[config.mk]
export PLATFORM = sky130hd
export DESIGN_NAME = jtag_gpio_sampler_flat
export DESIGN_NICKNAME = d
export VERILOG_FILES = /design/src/rtl/jtag_gpio_sampler_if.sv /design/src/rtl/jtag_gpio_sampler.sv /design/src/flat_wrapper.sv
export SDC_FILE = /design/constraint.sdc
export NUM_CORES = 1
export LEC_CHECK = 0
export CAP_MARGIN = 20
export CORE_MARGIN = 1.5
export CORE_UTILIZATION = 35
export DETAILED_ROUTE_END_ITERATION = 7
export PLACE_DENSITY = 0.64
export SYNTH_ARGS = -nofsm -noshare
export SYNTH_HDL_FRONTEND = slang
export SYNTH_SLANG_ARGS = --single-unit
[constraint.sdc]
create_clock -name clock -period 2.8 [get_ports clock]
set_input_delay 0.56 -clock clock [delete_from_list [all_inputs] [get_ports clock]]
set_output_delay 0.56 -clock clock [all_outputs]
set_load 0.1 [all_outputs]
[src/rtl/jtag_gpio_sampler_if.sv]
// TAP-side bundle of the JTAG pad sampler: strobes and captured pins go to the TAP, and TDO comes back.
// The master modport is the sampler and the slave modport is the clock-enabled TAP.
interface jtag_gpio_sampler_if;
    logic tck_rise;
    logic tck_fall;
    logic TMS;
    logic TDI;
    logic TRST;
    logic TDO;
    logic DRV_TDO;

    modport master (
        output tck_rise, tck_fall, TMS, TDI, TRST,
        input  TDO, DRV_TDO
    );

    modport slave (
        input  tck_rise, tck_fall, TMS, TDI, TRST,
        output TDO, DRV_TDO
    );
endinterface

[src/rtl/jtag_gpio_sampler.sv]
// Oversampling JTAG pad adapter: synchronises the pads, glitch-filters TCK into rise/fall strobes,
// stretches TRST and registers TDO. Optional glitch counter: define JTAG_GPIO_GLITCH_CNT_EN.
module jtag_gpio_sampler #(
    parameter int SYNC_STAGES = 2,
    parameter int FILTER_LEN  = 3,
    parameter int TRST_HOLD   = 4
) (
    input  logic       clock,
    input  logic       reset,
    input  logic       io_pins_TCK_i_ival,
    input  logic       io_pins_TMS_i_ival,
    input  logic       io_pins_TDI_i_ival,
    input  logic       io_pins_TRST_n_i_ival,
    output logic [3:0] io_pins_in_o_oval,
    output logic [3:0] io_pins_in_o_oe,
    output logic [3:0] io_pins_in_o_ie,
    output logic [3:0] io_pins_in_o_pue,
    output logic [3:0] io_pins_in_o_ds,
    output logic       io_pins_TDO_o_oval,
    output logic       io_pins_TDO_o_oe,
    output logic       io_pins_TDO_o_ie,
    output logic       io_pins_TDO_o_pue,
    output logic       io_pins_TDO_o_ds,
`ifdef JTAG_GPIO_GLITCH_CNT_EN
    output logic [7:0] io_glitch_cnt,
`endif
    jtag_gpio_sampler_if.master io_jtag
);

    localparam int CW = $clog2(FILTER_LEN + 1);
    localparam int HW = $clog2(TRST_HOLD + 1);
    localparam logic [CW-1:0] CNT_LAST  = CW'(FILTER_LEN - 1);
    localparam logic [HW-1:0] HOLD_INIT = HW'(TRST_HOLD);
    // Idle pad levels, ordered {TRST_n, TDI, TMS, TCK}
    localparam logic [3:0] PAD_IDLE = 4'b1110;

    logic [3:0] pad_raw;
    logic [3:0] sync_cur;
    logic       trst_n_nxt;

    assign pad_raw = {io_pins_TRST_n_i_ival, io_pins_TDI_i_ival, io_pins_TMS_i_ival, io_pins_TCK_i_ival};

    genvar gi;
    generate
        for (gi = 0; gi < 4; gi++) begin : g_pad
            logic [SYNC_STAGES-1:0] chain_q;
            always_ff @(posedge clock) begin
                if (reset) begin
                    chain_q <= {SYNC_STAGES{PAD_IDLE[gi]}};
                end else begin
                    chain_q <= {chain_q[SYNC_STAGES-2:0], pad_raw[gi]};
                end
            end
            assign sync_cur[gi] = chain_q[SYNC_STAGES-1];
            // TRST_n's next synced value lets the strobe gate line up with the registered TRST
            if (gi == 3) begin : g_trst_look
                assign trst_n_nxt = chain_q[SYNC_STAGES-2];
            end
        end
    endgenerate

    logic          tck_filt_q, tck_filt_d;
    logic [CW-1:0] cnt_q, cnt_d;
    logic          tck_toggle;
    logic [HW-1:0] hold_q, hold_d;
    logic          trst_q, trst_d;
    logic          rise_q, rise_d;
    logic          fall_q, fall_d;
    logic          tms_q, tms_d;
    logic          tdi_q, tdi_d;
    logic          tdo_oval_q, tdo_oval_d;
    logic          tdo_oe_q, tdo_oe_d;

    always_comb begin
        tck_filt_d = tck_filt_q;
        cnt_d      = '0;
        tck_toggle = 1'b0;
        if (sync_cur[0] != tck_filt_q) begin
            if (cnt_q == CNT_LAST) begin
                tck_toggle = 1'b1;
                tck_filt_d = ~tck_filt_q;
            end else begin
                cnt_d = cnt_q + 1'b1;
            end
        end
    end

    always_comb begin
        hold_d = hold_q;
        if (!sync_cur[3]) begin
            hold_d = HOLD_INIT;
        end else if (hold_q != '0) begin
            hold_d = hold_q - 1'b1;
        end
        trst_d     = !trst_n_nxt || (hold_d != '0);
        rise_d     = tck_toggle && !tck_filt_q && !trst_d;
        fall_d     = tck_toggle && tck_filt_q && !trst_d;
        tms_d      = rise_d ? sync_cur[1] : tms_q;
        tdi_d      = rise_d ? sync_cur[2] : tdi_q;
        tdo_oval_d = fall_q ? io_jtag.TDO : tdo_oval_q;
        tdo_oe_d   = trst_d ? 1'b0 : (fall_q ? io_jtag.DRV_TDO : tdo_oe_q);
    end

    always_ff @(posedge clock) begin
        if (reset) begin
            tck_filt_q <= 1'b0;
            cnt_q      <= '0;
            hold_q     <= HOLD_INIT;
            trst_q     <= 1'b1;
            rise_q     <= 1'b0;
            fall_q     <= 1'b0;
            tms_q      <= 1'b1;
            tdi_q      <= 1'b1;
            tdo_oval_q <= 1'b0;
            tdo_oe_q   <= 1'b0;
        end else begin
            tck_filt_q <= tck_filt_d;
            cnt_q      <= cnt_d;
            hold_q     <= hold_d;
            trst_q     <= trst_d;
            rise_q     <= rise_d;
            fall_q     <= fall_d;
            tms_q      <= tms_d;
            tdi_q      <= tdi_d;
            tdo_oval_q <= tdo_oval_d;
            tdo_oe_q   <= tdo_oe_d;
        end
    end

`ifdef JTAG_GPIO_GLITCH_CNT_EN
    logic [7:0] glitch_q, glitch_d;

    // A streak that collapses back to the filtered level before acceptance is a rejected glitch
    always_comb begin
        glitch_d = glitch_q;
        if ((sync_cur[0] == tck_filt_q) && (cnt_q != '0) && (glitch_q != 8'hFF)) begin
            glitch_d = glitch_q + 8'd1;
        end
    end

    always_ff @(posedge clock) begin
        if (reset) begin
            glitch_q <= 8'd0;
        end else begin
            glitch_q <= glitch_d;
        end
    end

    assign io_glitch_cnt = glitch_q;
`endif

    assign io_jtag.tck_rise = rise_q;
    assign io_jtag.tck_fall = fall_q;
    assign io_jtag.TMS      = tms_q;
    assign io_jtag.TDI      = tdi_q;
    assign io_jtag.TRST     = trst_q;

    assign io_pins_TDO_o_oval = tdo_oval_q;
    assign io_pins_TDO_o_oe   = tdo_oe_q;
    assign io_pins_TDO_o_ie   = 1'b0;
    assign io_pins_TDO_o_pue  = 1'b0;
    assign io_pins_TDO_o_ds   = 1'b0;

    assign io_pins_in_o_oval = 4'h0;
    assign io_pins_in_o_oe   = 4'h0;
    assign io_pins_in_o_ie   = 4'hF;
    assign io_pins_in_o_pue  = 4'hF;
    assign io_pins_in_o_ds   = 4'h0;

endmodule

[src/flat_wrapper.sv]
// flat-port wrapper written by rule: the top's interface ports become plain ports
module jtag_gpio_sampler_flat 
#(
    parameter int SYNC_STAGES = 2,
    parameter int FILTER_LEN  = 3,
    parameter int TRST_HOLD   = 4
)
  (clock, reset, io_pins_TCK_i_ival, io_pins_TMS_i_ival, io_pins_TDI_i_ival, io_pins_TRST_n_i_ival, io_pins_in_o_oval, io_pins_in_o_oe, io_pins_in_o_ie, io_pins_in_o_pue, io_pins_in_o_ds, io_pins_TDO_o_oval, io_pins_TDO_o_oe, io_pins_TDO_o_ie, io_pins_TDO_o_pue, io_pins_TDO_o_ds, io_jtag_tck_rise, io_jtag_tck_fall, io_jtag_TMS, io_jtag_TDI, io_jtag_TRST, io_jtag_TDO, io_jtag_DRV_TDO);
  jtag_gpio_sampler_if io_jtag_i ();
  input  logic clock;
  input  logic reset;
  input  logic io_pins_TCK_i_ival;
  input  logic io_pins_TMS_i_ival;
  input  logic io_pins_TDI_i_ival;
  input  logic io_pins_TRST_n_i_ival;
  output logic [3:0] io_pins_in_o_oval;
  output logic [3:0] io_pins_in_o_oe;
  output logic [3:0] io_pins_in_o_ie;
  output logic [3:0] io_pins_in_o_pue;
  output logic [3:0] io_pins_in_o_ds;
  output logic io_pins_TDO_o_oval;
  output logic io_pins_TDO_o_oe;
  output logic io_pins_TDO_o_ie;
  output logic io_pins_TDO_o_pue;
  output logic io_pins_TDO_o_ds;
  output wire logic [$bits(io_jtag_i.tck_rise)-1:0] io_jtag_tck_rise;
  output wire logic [$bits(io_jtag_i.tck_fall)-1:0] io_jtag_tck_fall;
  output wire logic [$bits(io_jtag_i.TMS)-1:0] io_jtag_TMS;
  output wire logic [$bits(io_jtag_i.TDI)-1:0] io_jtag_TDI;
  output wire logic [$bits(io_jtag_i.TRST)-1:0] io_jtag_TRST;
  input wire logic [$bits(io_jtag_i.TDO)-1:0] io_jtag_TDO;
  input wire logic [$bits(io_jtag_i.DRV_TDO)-1:0] io_jtag_DRV_TDO;
  assign io_jtag_tck_rise = io_jtag_i.tck_rise;
  assign io_jtag_tck_fall = io_jtag_i.tck_fall;
  assign io_jtag_TMS = io_jtag_i.TMS;
  assign io_jtag_TDI = io_jtag_i.TDI;
  assign io_jtag_TRST = io_jtag_i.TRST;
  assign io_jtag_i.TDO = io_jtag_TDO;
  assign io_jtag_i.DRV_TDO = io_jtag_DRV_TDO;
  jtag_gpio_sampler #(.SYNC_STAGES(SYNC_STAGES), .FILTER_LEN(FILTER_LEN), .TRST_HOLD(TRST_HOLD)) u_core (.clock(clock), .reset(reset), .io_pins_TCK_i_ival(io_pins_TCK_i_ival), .io_pins_TMS_i_ival(io_pins_TMS_i_ival), .io_pins_TDI_i_ival(io_pins_TDI_i_ival), .io_pins_TRST_n_i_ival(io_pins_TRST_n_i_ival), .io_pins_in_o_oval(io_pins_in_o_oval), .io_pins_in_o_oe(io_pins_in_o_oe), .io_pins_in_o_ie(io_pins_in_o_ie), .io_pins_in_o_pue(io_pins_in_o_pue), .io_pins_in_o_ds(io_pins_in_o_ds), .io_pins_TDO_o_oval(io_pins_TDO_o_oval), .io_pins_TDO_o_oe(io_pins_TDO_o_oe), .io_pins_TDO_o_ie(io_pins_TDO_o_ie), .io_pins_TDO_o_pue(io_pins_TDO_o_pue), .io_pins_TDO_o_ds(io_pins_TDO_o_ds), .io_jtag(io_jtag_i));
endmodule
==> results.tsv <==
stage	metric	value	unit
clock_network	Reg clk slew, reported paths	0.11	ns
power	Seq pwr share	46.6	%
sta	Slew Viols, Final	0	
clock_network	Hold Buf Count CTS	0	
die	IO Pins	38	
global_routing	pin count of the biggest net entering global routing	17	
synth	EDFF count, synth	0	
drt	Initial DRT Pass Iterations	2	
drt	number of remaining DRC errors	0	
final_layout	# fillers	255	
synth	post-synthesis xor/xnor area fraction	1.86	%
critical_path	Max FO, Critical Path	5	
die	Die Y	54.9	um
global_routing	first-pass GRT wire length	1670	um
drt	Detailed Route WL	1100	um
power	post-route total power	0.709	mW
synth	ys flop type	dfxtp_1	
die	full die area	3020	sq um
critical_path	CP Capture Type	flip-flop	
sta	# setup viols final	0	
sta	FMAX	592	MHz
sta	RSZ-0062 raised after global routing	false	
synth	Gate Count Post-Synth	96	
synth	leading area contributor after synthesis	dfxtp_1	
power	P_leak	0.462	nW
drt	initial drt markers	2	
synth	main combinational cell family by area after synthesis	buffers and inverters	
synth	async set-reset flop share out of synthesis	0	%
critical_path	CP max-delay cell	dfxtp_1	
power	Clk pwr share	19.4	%
run	# Max-Cap Violations	0	
clock_network	Clock Latency Late Sink	0.29	ns
die	Core Area	2520	sq um
critical_path	crit path kind	reg2reg	
synth	count leader, synth	buf_4	
sta	Fin Setup TNS	0	ns
die	DIE WIDTH	54.9	um
die	initial core utilization	37.4	%
critical_path	CP Data Arrival Time	1.91	ns
placement	gpl congestion	0.704	
drt	ANT nets after route	0	
hold_path	HP Class	reg2reg	
clock_network	CTS tree	built	
power	Worst VDD drop	0.290	mV
sta	Final min period	1.69	ns
drt	via count	561	
synth	adder-cell area share of the yosys netlist	5.31	%
clock_network	post-cts gate resize count	0	
final_layout	nets@finish	124	
global_routing	Overflow after GRT	0	
global_routing	gr usage total	8.31	%
sta	skew final	0.00705	ns
synth	multiplexer area fraction after synthesis	5.31	%
clock_network	clk sinks	21	
drt	Routed wire per std cell	7.83	um
critical_path	Req. time, crit path	3.03	ns
global_routing	initial antenna violation count	0	
clock_network	root buffer cell	clkbuf_4	
synth	flops & latches, synth	21	
clock_network	number of buffers created by CTS	3	
die	# rows	18	
global_routing	vias in the first global route	410	
synth	yosys warns	0	
final_layout	n_diodes	0	
placement	IO buf count	14	
critical_path	Startpoint Class	flip-flop	
placement	HPWL Detailed	886	um
sta	fin crit share	60.4	%
power	sw frac	40.5	%
final_layout	layout cell share with drive strength beyond 1	19.8	%
synth	synth cell count leaders	23 x buf_4, 21 x dfxtp_1, 10 x nor2_1	
critical_path	most frequent CP cell	ha_1	
power	Int Power	0.422	mW
clock_network	CTS Buffer Depth	2	
drt	Vias per Instance	3.98	
synth	Post-Syn Area per Cell	9.83	sq um
sta	Fin. Hold Viols	0	
synth	Synth area leaders	dfxtp_1 45%, buf_4 18%, ha_1 5.3%	
clock_network	H-tree Lvls	1	
power	logic gate share of total power	34.0	%
synth	synthesized area	943	sq um
synth	Distinct cells, synth	21	
synth	Compound-Gate Fraction of Synth Area	3.71	%
final_layout	area delta synth->final	9.55	%
power	Net Switching	0.287	mW
run_status	status	completed	
critical_path	crit-path cells	inv_1, ha_1, ha_1, and3b_1, o2111a_2, mux2i_1	
synth	sequential-to-total area share from yosys stat	44.6	%
synth	post-synth top area share	44.6	%
synth	simple-gate share of the synthesized area	17.4	%
clock_network	post-CTS setup buffers	0	
critical_path	crit-path max cell delay	0.41	ns
power	pwr dens	686	nW/um^2
## flip-flops by register name, summed over array words and instances, names as in the netlist
name / flops
u_core.g_pad.chain_q: 8
u_core.hold_q: 3
u_core.cnt_q: 2
u_core.io_jtag.TDI: 1
u_core.io_jtag.TMS: 1
u_core.io_jtag.TRST: 1
u_core.io_jtag.tck_fall: 1
u_core.io_jtag.tck_rise: 1
u_core.io_pins_TDO_o_oe: 1
u_core.io_pins_TDO_o_oval: 1
u_core.tck_filt_q: 1
## cells in the final DEF, fill, tap and decap left out, types with 2 or more instances in the layout
master           Yosys  layout
and3b_1              2       2
buf_4               23       7
clkbuf_4             0       3
clkdlybuf4s50_1      0       7
conb_1               2      23
dfxtp_1             21      21
ha_1                 4       4
inv_1                6       6
mux2i_1              5       5
nand2_1              2       2
nor2_1              10      10
nor2b_1              4       4
or2_2                7       7
## path summary, 6_finish.rpt
kind | startpoint | end | slack [ns] | depth (start not counted)
setup / recovery | u_core.hold_q[0] | u_core.io_jtag.TDI | 1.11 | 6
hold / removal | u_core.cnt_q[0] | u_core.cnt_q[0] | 0.42 | 1
setup reg to reg | u_core.hold_q[0] | u_core.io_jtag.TDI | 1.11 | 6
hold reg to reg | u_core.cnt_q[0] | u_core.cnt_q[0] | 0.42 | 1
## logic make-up after synthesis
logic type | after synthesis
adders and majority gates | 4
xor gates and xnor gates | 2
other | 2
DFF | 21
muxes | 5
AOI/OAI and AO/OA | 3
and+or+nand+nor | 29
buffers and inverters | 30
## metal layers
metal  part of all wire (%)  global-route usage, %  vias up  wire length [um]
met3                     11                   3.23        2               120
met2                     45                   11.9       31               500
met5                      0                      0        -                 0
li1                       -                      -      287                 -
met1                     43                   10.0      241               470
met4                    1.1                   6.10        0                12
## power groups by stage
stage                     clock network [mW]  registers [mW]  logic [mW]
final                                  0.137           0.330       0.241
after global routing                   0.169           0.333       0.256
after CTS                              0.146           0.331       0.242
after detailed placement                   0           0.337       0.241
after global placement                     0           0.336       0.237
after floorplan                            0           0.348       0.227
## metrics by stage
| stage | hold slack, ns | utilization (%) | instance area [sq um] | worst slack, ns | instances |
|---|---|---|---|---|---|
| after floorplan | 0.389 | - | 1020 | 1.26 | 117 |
| after global placement | 0.394 | 39.9 | 1010 | 0.953 | 137 |
| after detailed placement | 0.403 | 39.9 | 1010 | 0.903 | 137 |
| after CTS | 0.423 | 41.0 | 1030 | 1.09 | 141 |
| after global routing | 0.436 | 41.0 | 1030 | 1.03 | 141 |
| final | 0.416 | 41.0 | 1030 | 1.11 | 141 |
## area by class of cell
cell class,instances,area [sq um],area share (%)
inverter,6,22.5,2.18
multi-input combinational,66,403,39.0
sequential,21,420,40.7
timing repair buffer,14,123,11.9
clock buffer,3,22.5,2.18
clock inverter,1,5.00,0.484
tap,30,37.5,3.63
## worst max-delay path: cells and delay by family (launching register included)
family                     cells  cell delay (ns)
DFF                            1             0.41
and+or+nand+nor                1             0.28
buffers and inverters          1             0.06
AOI/OAI and AO/OA              1             0.26
adders and majority gates      2             0.43
muxes                          1             0.18
No activity file was read; power rests on OpenSTA's default activity.
